`src/rtl/qed_pkg.sv`:
```
// Shared opcodes, FSM state, decoded-field payload and decoder for the QED duplication path.
package qed_pkg;

    localparam int unsigned ILEN  = 32;
    localparam int unsigned REG_W = 5;
    localparam int unsigned OPC_W = 7;

    localparam logic [OPC_W-1:0] OP     = 7'b0110011;
    localparam logic [OPC_W-1:0] OP_IMM = 7'b0010011;
    localparam logic [OPC_W-1:0] LOAD   = 7'b0000011;
    localparam logic [OPC_W-1:0] STORE  = 7'b0100011;
    localparam logic [OPC_W-1:0] BRANCH = 7'b1100011;
    localparam logic [OPC_W-1:0] JAL    = 7'b1101111;
    localparam logic [OPC_W-1:0] JALR   = 7'b1100111;
    localparam logic [OPC_W-1:0] LUI    = 7'b0110111;
    localparam logic [OPC_W-1:0] AUIPC  = 7'b0010111;

    localparam int unsigned SHADOW_BIT_DEFAULT = 4;

    typedef enum logic [1:0] {
        EMPTY,
        ORIG,
        DUP
    } state_t;

    // Register fields plus which of them exist for the instruction's format
    typedef struct packed {
        logic [REG_W-1:0] rd;
        logic [REG_W-1:0] rs1;
        logic [REG_W-1:0] rs2;
        logic             has_rd;
        logic             has_rs1;
        logic             has_rs2;
        logic             dup_able;
        logic             is_jalr;
    } qed_dec_t;

    function automatic qed_dec_t qed_decoder(input logic [ILEN-1:0] instr);
        qed_dec_t d;
        d          = '0;
        d.rd       = instr[11:7];
        d.rs1      = instr[19:15];
        d.rs2      = instr[24:20];
        case (instr[6:0])
            OP:           begin d.has_rd = 1'b1; d.has_rs1 = 1'b1; d.has_rs2 = 1'b1; d.dup_able = 1'b1; end
            OP_IMM, LOAD: begin d.has_rd = 1'b1; d.has_rs1 = 1'b1; d.dup_able = 1'b1; end
            STORE:        begin d.has_rs1 = 1'b1; d.has_rs2 = 1'b1; d.dup_able = 1'b1; end
            LUI, AUIPC:   begin d.has_rd = 1'b1; d.dup_able = 1'b1; end
            JALR:         begin d.has_rd = 1'b1; d.has_rs1 = 1'b1; d.is_jalr = 1'b1; end
            default:      d = d;
        endcase
        return d;
    endfunction

endpackage

```
`src/rtl/qed_modify_instruction.sv`:
```
// Combinational register remap producing the shadow-register duplicate and its need flag.
module qed_modify_instruction
    import qed_pkg::*;
#(
    parameter int unsigned SHADOW_BIT = SHADOW_BIT_DEFAULT,
    parameter int unsigned DUP_JALR   = 0
) (
    input  logic [ILEN-1:0] instr,
    input  qed_dec_t        dec,
    input  logic            qed_en,
    output logic [ILEN-1:0] dup_instr,
    output logic            needs_dup
);

    localparam logic [REG_W-1:0] SHADOW_MASK = REG_W'(1 << SHADOW_BIT);

    // x0 is never remapped so the duplicate keeps hard-wired zero semantics
    function automatic logic [REG_W-1:0] shadow(input logic [REG_W-1:0] r);
        return (r != '0) ? (r | SHADOW_MASK) : r;
    endfunction

    always_comb begin
        dup_instr = instr;
        if (dec.has_rd)  dup_instr[11:7]  = shadow(dec.rd);
        if (dec.has_rs1) dup_instr[19:15] = shadow(dec.rs1);
        if (dec.has_rs2) dup_instr[24:20] = shadow(dec.rs2);
        needs_dup = qed_en && (dec.dup_able || (dec.is_jalr && (DUP_JALR != 0)));
    end

endmodule

```
`src/rtl/qed_dup_sequencer.sv`:
```
// Issues each fetched instruction and, when QED is enabled, its shadow-register duplicate.
// Optional macro QED_STATS_EN adds original/duplicate issue counters.
module qed_dup_sequencer
    import qed_pkg::*;
#(
    parameter int unsigned XLEN       = 32,
    parameter int unsigned SHADOW_BIT = SHADOW_BIT_DEFAULT,
    parameter int unsigned DUP_JALR   = 0
) (
    input  logic            clk_i,
    input  logic            rst_i,
    input  logic            qed_en_i,
    input  logic            flush_i,
    input  logic            fetch_valid_i,
    input  logic [ILEN-1:0] fetch_instr_i,
    input  logic [XLEN-1:0] fetch_pc_i,
    output logic            fetch_ready_o,
    output logic            issue_valid_o,
    output logic [ILEN-1:0] issue_instr_o,
    output logic [XLEN-1:0] issue_pc_o,
    output logic            issue_is_dup_o,
    input  logic            issue_ready_i
`ifdef QED_STATS_EN
    ,
    output logic [31:0]     stat_orig_o,
    output logic [31:0]     stat_dup_o
`endif
);

    state_t          state, state_next;
    logic            needs_dup_q, needs_dup_d;
    logic [ILEN-1:0] dup_q, dup_d;
    logic            valid_d, is_dup_d;
    logic [ILEN-1:0] instr_d;
    logic [XLEN-1:0] pc_d;

    qed_dec_t        dec;
    logic [ILEN-1:0] dup_word;
    logic            needs_dup_c;
    logic            issue_fire, last_slot, accept;

    assign dec = qed_decoder(fetch_instr_i);

    qed_modify_instruction #(
        .SHADOW_BIT (SHADOW_BIT),
        .DUP_JALR   (DUP_JALR)
    ) u_modify (
        .instr     (fetch_instr_i),
        .dec       (dec),
        .qed_en    (qed_en_i),
        .dup_instr (dup_word),
        .needs_dup (needs_dup_c)
    );

    assign issue_fire    = issue_valid_o && issue_ready_i;
    assign last_slot     = ((state == ORIG) && !needs_dup_q) || (state == DUP);
    assign fetch_ready_o = !flush_i && ((state == EMPTY) || (issue_ready_i && last_slot));
    assign accept        = fetch_valid_i && fetch_ready_o;

    // Accept only happens from EMPTY or on the final slot, so it overrides the drain path
    always_comb begin
        state_next  = state;
        needs_dup_d = needs_dup_q;
        dup_d       = dup_q;
        valid_d     = issue_valid_o;
        instr_d     = issue_instr_o;
        pc_d        = issue_pc_o;
        is_dup_d    = issue_is_dup_o;
        if (flush_i) begin
            state_next  = EMPTY;
            valid_d     = 1'b0;
            is_dup_d    = 1'b0;
            needs_dup_d = 1'b0;
        end else if (accept) begin
            state_next  = ORIG;
            valid_d     = 1'b1;
            instr_d     = fetch_instr_i;
            pc_d        = fetch_pc_i;
            is_dup_d    = 1'b0;
            dup_d       = dup_word;
            needs_dup_d = needs_dup_c;
        end else if (issue_fire) begin
            if ((state == ORIG) && needs_dup_q) begin
                state_next = DUP;
                instr_d    = dup_q;
                is_dup_d   = 1'b1;
            end else begin
                state_next = EMPTY;
                valid_d    = 1'b0;
                is_dup_d   = 1'b0;
            end
        end
    end

    always_ff @(posedge clk_i) begin
        if (rst_i) begin
            state          <= EMPTY;
            needs_dup_q    <= 1'b0;
            dup_q          <= '0;
            issue_valid_o  <= 1'b0;
            issue_instr_o  <= '0;
            issue_pc_o     <= '0;
            issue_is_dup_o <= 1'b0;
        end else begin
            state          <= state_next;
            needs_dup_q    <= needs_dup_d;
            dup_q          <= dup_d;
            issue_valid_o  <= valid_d;
            issue_instr_o  <= instr_d;
            issue_pc_o     <= pc_d;
            issue_is_dup_o <= is_dup_d;
        end
    end

`ifdef QED_STATS_EN
    // Completed issue handshakes; survive flush, wrap naturally
    always_ff @(posedge clk_i) begin
        if (rst_i) begin
            stat_orig_o <= '0;
            stat_dup_o  <= '0;
        end else if (issue_fire) begin
            if (issue_is_dup_o) stat_dup_o  <= stat_dup_o + 32'd1;
            else                stat_orig_o <= stat_orig_o + 32'd1;
        end
    end
`endif

endmodule

```
`config.mk`:
```
export PLATFORM = sky130hd
export DESIGN_NAME = qed_dup_sequencer
export DESIGN_NICKNAME = d
export VERILOG_FILES = /design/src/rtl/qed_pkg.sv /design/src/rtl/qed_modify_instruction.sv /design/src/rtl/qed_dup_sequencer.sv
export SDC_FILE = /design/constraint.sdc
export NUM_CORES = 1
export LEC_CHECK = 0
export CAP_MARGIN = 40
export CORE_ASPECT_RATIO = 1.4
export CORE_MARGIN = 1
export CORE_UTILIZATION = 49
export CTS_CLUSTER_SIZE = 16
export DETAILED_ROUTE_END_ITERATION = 8
export PLACE_DENSITY_LB_ADDON = 0.25
export SLEW_MARGIN = 25
export SYNTH_ARGS = -nofsm -noshare
export SYNTH_HDL_FRONTEND = slang
export SYNTH_SLANG_ARGS = --single-unit
```
`constraint.sdc`:
```
create_clock -name clk_i -period 4.5 [get_ports clk_i]
set_clock_uncertainty 0.1 [all_clocks]
set_input_delay 0.9 -clock clk_i [delete_from_list [all_inputs] [get_ports clk_i]]
set_output_delay 0.9 -clock clk_i [all_outputs]
set_load 0.005 [all_outputs]
```
==> flow_metrics.tcl, run 1 <==
set metrics [dict create \
    worst_slew_pin_slew_ns 0.738 \
    r2r_end "issue_instr_o[0]" \
    fin_tns_setup_ns 0 \
    finalSetupViolCount 0 \
    antenna_found_initial 0 \
    final_max_slew_viol_count 0 \
    diodes 0 \
    numPortBuffers 136 \
    hold_viol 0 \
    drt_iter0_drc 274 \
    rows 39 \
    multi_input_area_sq_um 1730 \
    routed_wirelength_um 11400 \
    fin_util_pct 70.0 \
    place_area_sq_um 5400 \
    ant_nets 0 \
    io_pins 137 \
    r2r_slack_ns 1.76 \
    rsz0062_at_grt "false" \
    synthDominantCellAreaShare_pct 49.2 \
    layout-drive-gt1-share_pct 5.66 \
    clock.fmax_mhz 287 \
    postSynthCellCount 472 \
    cts_resized 0 \
    synth_nets 542 \
    cpLargestDelayFamily "buffers and inverters" \
    cts_hold_buf 0 \
    insertion_delay_ns 0.34 \
    p_switching_w 0.000505 \
    cap_violations 0 \
    design_area_sq_um 5670 \
    clkPwrFrac_pct 35.8 \
    die_width_um 79.0 \
    finalCriticalPeriod_ns 3.48 \
    drc 0 \
    max_stage_delay_ns 0.61 \
    rr_worst_depth 6 \
    seqCellArea_sq_um 2000 \
    fillers 676 \
    cts_sinks 100 \
    core_region_area_sq_um 8100 \
    gp_congestion 0.772 \
    swShare_pct 25.2 \
    path_clk_slew_ns 0.06 \
    sequentialPowerShare_pct 48.3 \
    synth.distinct_cells 31 \
    cp_slowest_cell "nand2_2" \
    layout_commonest_cell "clkdlybuf4s50_1" \
    areaGrowthSynthToFinish_pct 39.5 \
    cts_setup_buffers 0 \
    synth_warnings 0 \
    holdPathStages 2 \
    synth_edf_count 0 \
    p_int_w 0.00150 \
    hold_path_end "issue_pc_o[23]" \
    clockBufferDepth 2 \
    cts-htree-levels 3 \
    start_kind "input pin" \
    syn_area_sq_um 4070 \
    grt-ovfl-total 0 \
    peakVddDrop_mv 0.234 \
    pwr-share-comb_pct 15.9 \
    grt_pass1_wl_um 18100 \
    worstSetupPathType "input pin to flop" \
    critical_path_buf_inv_count 3 \
    worstPathMaxFanout 66 \
    slew_headroom_pct 50.8 \
    pwr_density_cell_nw_per_um2 354 \
    yosysTopAreaCell "dfxtp_1" \
    vias_per_cell 5.87 \
    ys.flop_type "dfxtp_1" \
    cp.arrival_ns 3.61 \
    cts_buffers 9 \
    yosysSeqAreaShare_pct 49.2 \
    fin_nets 648 \
    dieHeight_um 110 \
    grt_pass1_vias 3877 \
    crit_chain "clkdlybuf4s50_1 -> nor4b_2 -> a21oi_4 -> inv_2 -> buf_4 -> nand2_2 -> o221a_2" \
    dieArea_sq_um 8680 \
    cts_tree "built" \
    dr.pass1.iters 5 \
    p_leak_nw 1.98 \
    min-delay-start "issue_pc_o[23]" \
    min_path_type "flop to flop" \
    async_flop_share_pct 0 \
    outcome "completed" \
    final_cell_mix "134 x clkdlybuf4s50_1, 100 x dfxtp_1, 98 x a21oi_1, 63 x o21ai_0, 61 x nand3_1" \
    hpwl_um 6810 \
    synth-seq-cells 100 \
    endpoint_kind "flop" \
    start_util_pct 50.2 \
    required_ns 4.63 \
    yosys-top-cells-area "dfxtp_1 49%, a21oi_1 12%, o221a_1 8.3%, o21ai_0 7.7%, nand3_1 7.5%" \
    grt_max_degree 67 \
    grt_usage_pct 26.3 \
    r2r-start "needs_dup_q" \
    postSynthAreaPerCell_sq_um 8.62 \
    cts-root-buf "clkbuf_16" \
    vias 4019 \
    post-route-period-util_pct 77.4 \
    wl_per_cell_um 16.7 \
]
sequential cells by signal (all words and copies together), names as in the netlist:
register / cells
dup_q: 32
issue_instr_o: 32
issue_pc_o: 32
issue_is_dup_o: 1
issue_valid_o: 1
needs_dup_q: 1
state: 1
area by class of cell:
| type | count | area share, % |
|---|---|---|
| clock buffer | 10 | 4.21 |
| inverter | 34 | 2.25 |
| tap | 102 | 2.25 |
| multi-input combinational | 291 | 30.5 |
| timing repair buffer | 142 | 24.9 |
| clock inverter | 6 | 0.662 |
| sequential | 100 | 35.3 |
worst reg2reg max path, stage by stage, from the launching register on:
cell and delay, ns:
dfxtp_1 0.34, nor4b_2 0.37, a21oi_4 0.06, inv_2 0.06, buf_4 0.59, nand2_2 0.62
o221a_2 0.48
worst max-delay path by stage:
stage	startpoint	to	slack, ns	cells after the start
3_5_place_dp	flush_i	issue_instr_o[30]	0.69	7
4_1_cts	flush_i	fetch_ready_o	1.02	5
3_3_place_gp	flush_i	issue_instr_o[0]	0.75	7
2_1_floorplan	flush_i	fetch_ready_o	2.06	4
6_report	flush_i	issue_instr_o[0]	1.02	7
5_1_grt	flush_i	issue_instr_o[30]	0.85	7
layer usage:
metal / part of all wire [%] / GRT usage (%)
met1: 42 / 32.0
met2: 49 / 45.8
met3: 7.0 / 3.73
met4: 2.2 / 11.6
met5: 0 / 0
per-stage QoR:
stage          power [W]  hold WS [ns]  instances  worst slack, ns
2_1_floorplan    0.00113         0.340        472             2.06
3_3_place_gp     0.00129         0.351        668            0.747
3_5_place_dp     0.00131         0.362        669            0.685
4_1_cts          0.00202         0.375        685             1.02
5_1_grt          0.00209         0.393        685            0.851
6_report         0.00201         0.373        685             1.02
Yosys cell counts, types with 2 or more instances:
cell type,number
nand2_1,4
buf_4,2
buf_2,9
nand3b_1,2
inv_1,32
clkbuf_1,33
a211oi_1,3
nand3_1,61
a21boi_0,3
buf_6,3
nand2b_1,2
dfxtp_1,100
a21oi_1,98
o221a_1,30
o21ai_0,63
o221a_2,2
nor2_1,6
nor4_1,6
cells by family after synthesis:
| group | count (synthesis) | synth area share, % |
|---|---|---|
| AND/OR/NAND/NOR | 88 | 11.7 |
| AO/OA/AOI/OAI | 203 | 30.6 |
| flip-flops | 100 | 49.2 |
| buffers and inverters | 81 | 8.49 |
power by group through the flow:
stage / registers [W] / logic [W] / clock network, W
6_report: 0.000969 / 0.000319 / 0.000718
5_1_grt: 0.000974 / 0.000347 / 0.000770
4_1_cts: 0.000969 / 0.000320 / 0.000731
3_5_place_dp: 0.000988 / 0.000318 / 0
3_3_place_gp: 0.000986 / 0.000308 / 0
2_1_floorplan: 0.000987 / 0.000141 / 0
Power figures use the tool's default switching activity.
==> run 2, diff against run 1 <==
--- a/config.mk
+++ b/config.mk
@@ -8,7 +8,7 @@
 export CAP_MARGIN = 40
 export CORE_ASPECT_RATIO = 1.4
 export CORE_MARGIN = 1
-export CORE_UTILIZATION = 49
+export CORE_UTILIZATION = 41
 export CTS_CLUSTER_SIZE = 16
 export DETAILED_ROUTE_END_ITERATION = 8
 export PLACE_DENSITY_LB_ADDON = 0.25
==> constraint.sdc (replaced) <==
create_clock -name clk_i -period 2.9 [get_ports clk_i]
set_clock_uncertainty 0.1 [all_clocks]
set_input_delay 0.58 -clock clk_i [delete_from_list [all_inputs] [get_ports clk_i]]
set_output_delay 0.58 -clock clk_i [all_outputs]
set_load 0.005 [all_outputs]
==> flow_metrics.tcl, run 2 (same netlist as run 1, synthesis figures left out) <==
set metrics [dict create \
    max_stage_delay_ns 0.51 \
    r2r-start "needs_dup_q" \
    top_regs "dup_q: 32 flops, issue_instr_o: 32 flops, issue_pc_o: 32 flops" \
    pwr_density_cell_nw_per_um2 543 \
    vias_per_cell 5.53 \
    fin_total_pwr_w 0.00312 \
    finalSetupViolCount 0 \
    drc 0 \
    dpl.cell_count 703 \
    peakVddDrop_mv 0.305 \
    rr_worst_depth 6 \
    endpoint_kind "output pin" \
    cts_sinks 100 \
    cts_hold_buf 0 \
    diodes 0 \
    final_max_slew_viol_count 0 \
    fin_nets 652 \
    worst_slew_pin_slew_ns 0.727 \
    fin_tns_setup_ns 0 \
    path_clk_slew_ns 0.06 \
    cts_resized 0 \
    fillers 850 \
    r2r_slack_ns 0.79 \
    io_pins 137 \
    cp_slowest_cell "clkdlybuf4s50_1" \
    r2r_end "issue_instr_o[1]" \
    hold_viol 0 \
    cts-htree-levels 3 \
    ant_nets 0 \
    start_util_pct 42.5 \
    grt_pass1_vias 3967 \
    p_leak_nw 1.99 \
    die_width_um 86.2 \
    insertion_delay_ns 0.34 \
    grt_max_degree 67 \
    start_kind "input pin" \
    grt-ovfl-total 0 \
    slew_headroom_pct 51.5 \
    hold_path_end "dup_q[24]" \
    holdPathStages 2 \
    dr.pass1.iters 4 \
    required_ns 2.22 \
    cts_buffers 9 \
    drt_iter0_drc 206 \
    layout-drive-gt1-share_pct 6.30 \
    min-delay-start "dup_q[24]" \
    hpwl_um 7280 \
    cts_setup_buffers 0 \
    gp_congestion 0.753 \
    worstPathMaxFanout 4 \
    rows 42 \
    grt_usage_pct 22.6 \
    crit_chain "clkdlybuf4s50_1 -> nor4b_2 -> a21oi_4 -> inv_2 -> clkdlybuf4s50_1" \
    worstSetupPathType "input pin to output pin" \
    finalWorstSetupSlack_ns 0.171 \
    rsz0062_at_grt "false" \
    cts-root-buf "clkbuf_16" \
    finalCriticalPeriod_ns 2.73 \
    outcome "completed" \
    wl_per_cell_um 16.1 \
    post-route-period-util_pct 94.1 \
    dieHeight_um 120 \
    cp.arrival_ns 2.05 \
    core_region_area_sq_um 9560 \
    cts_tree "built" \
    antenna_found_initial 0 \
    layout_commonest_cell "clkdlybuf4s50_1" \
    clockBufferDepth 2 \
    cp_common_cell "clkdlybuf4s50_1" \
    cap_violations 0 \
    final_cell_mix "134 x clkdlybuf4s50_1, 100 x dfxtp_1, 98 x a21oi_1, 63 x o21ai_0, 61 x nand3_1" \
    vias 3976 \
    routed_wirelength_um 11600 \
    finalNonFillerCells 719 \
    dieArea_sq_um 10300 \
    clock.fmax_mhz 366 \
    min_path_type "flop to flop" \
    areaGrowthSynthToFinish_pct 41.5 \
    grt_pass1_wl_um 18700 \
    numPortBuffers 136 \
    place_worst_setup_slack_ns 0.0632 \
]
run 2: final cells by class:
class / count / area, sq um / area share, %
multi-input combinational: 291 / 1730 / 30.0
sequential: 100 / 2000 / 34.8
timing repair buffer: 146 / 1450 / 25.3
clock inverter: 6 / 40.0 / 0.696
tap: 132 / 165 / 2.87
inverter: 34 / 128 / 2.22
clock buffer: 10 / 239 / 4.15
run 2: per-layer routing:
metal  GRT usage [%]  share of wire [%]
met1            26.4                 42
met2            40.2                 50
met3            3.23                5.6
met4            10.1                2.2
met5               0                  0
run 2: worst max-delay path by stage:
stage	from	endpoint	slack [ns]	depth (start not counted)
floorplan	flush_i	fetch_ready_o	1.10	4
global placement	issue_ready_i	issue_instr_o[30]	0.09	7
detailed placement	issue_ready_i	issue_instr_o[1]	0.06	7
CTS	issue_ready_i	fetch_ready_o	0.15	5
global route	issue_ready_i	fetch_ready_o	0.1	5
finish	issue_ready_i	fetch_ready_o	0.17	5
run 2: stage by stage:
stage                     util [%]  instance area [sq um]  hold WS, ns
final                         60.2                   5760        0.373
after global routing          60.2                   5760        0.398
after CTS                     60.2                   5760        0.373
after detailed placement      57.3                   5480        0.362
after global placement        57.3                   5480        0.357
after floorplan                  -                   4070        0.340
run 2: worst max-delay path: cells and delay by family:
kind / cells / cell delay, ns
buf+inv: 3 / 1.09
simple gates: 1 / 0.32
compound gates: 1 / 0.06
run 2: power breakdown:
group	total, W	internal [W]	switching (W)
registers	0.00150	0.00146	0.0000437
clock network	0.00112	0.000603	0.000515
logic	0.000503	0.000272	0.000231
total	0.00312	0.00233	0.000789
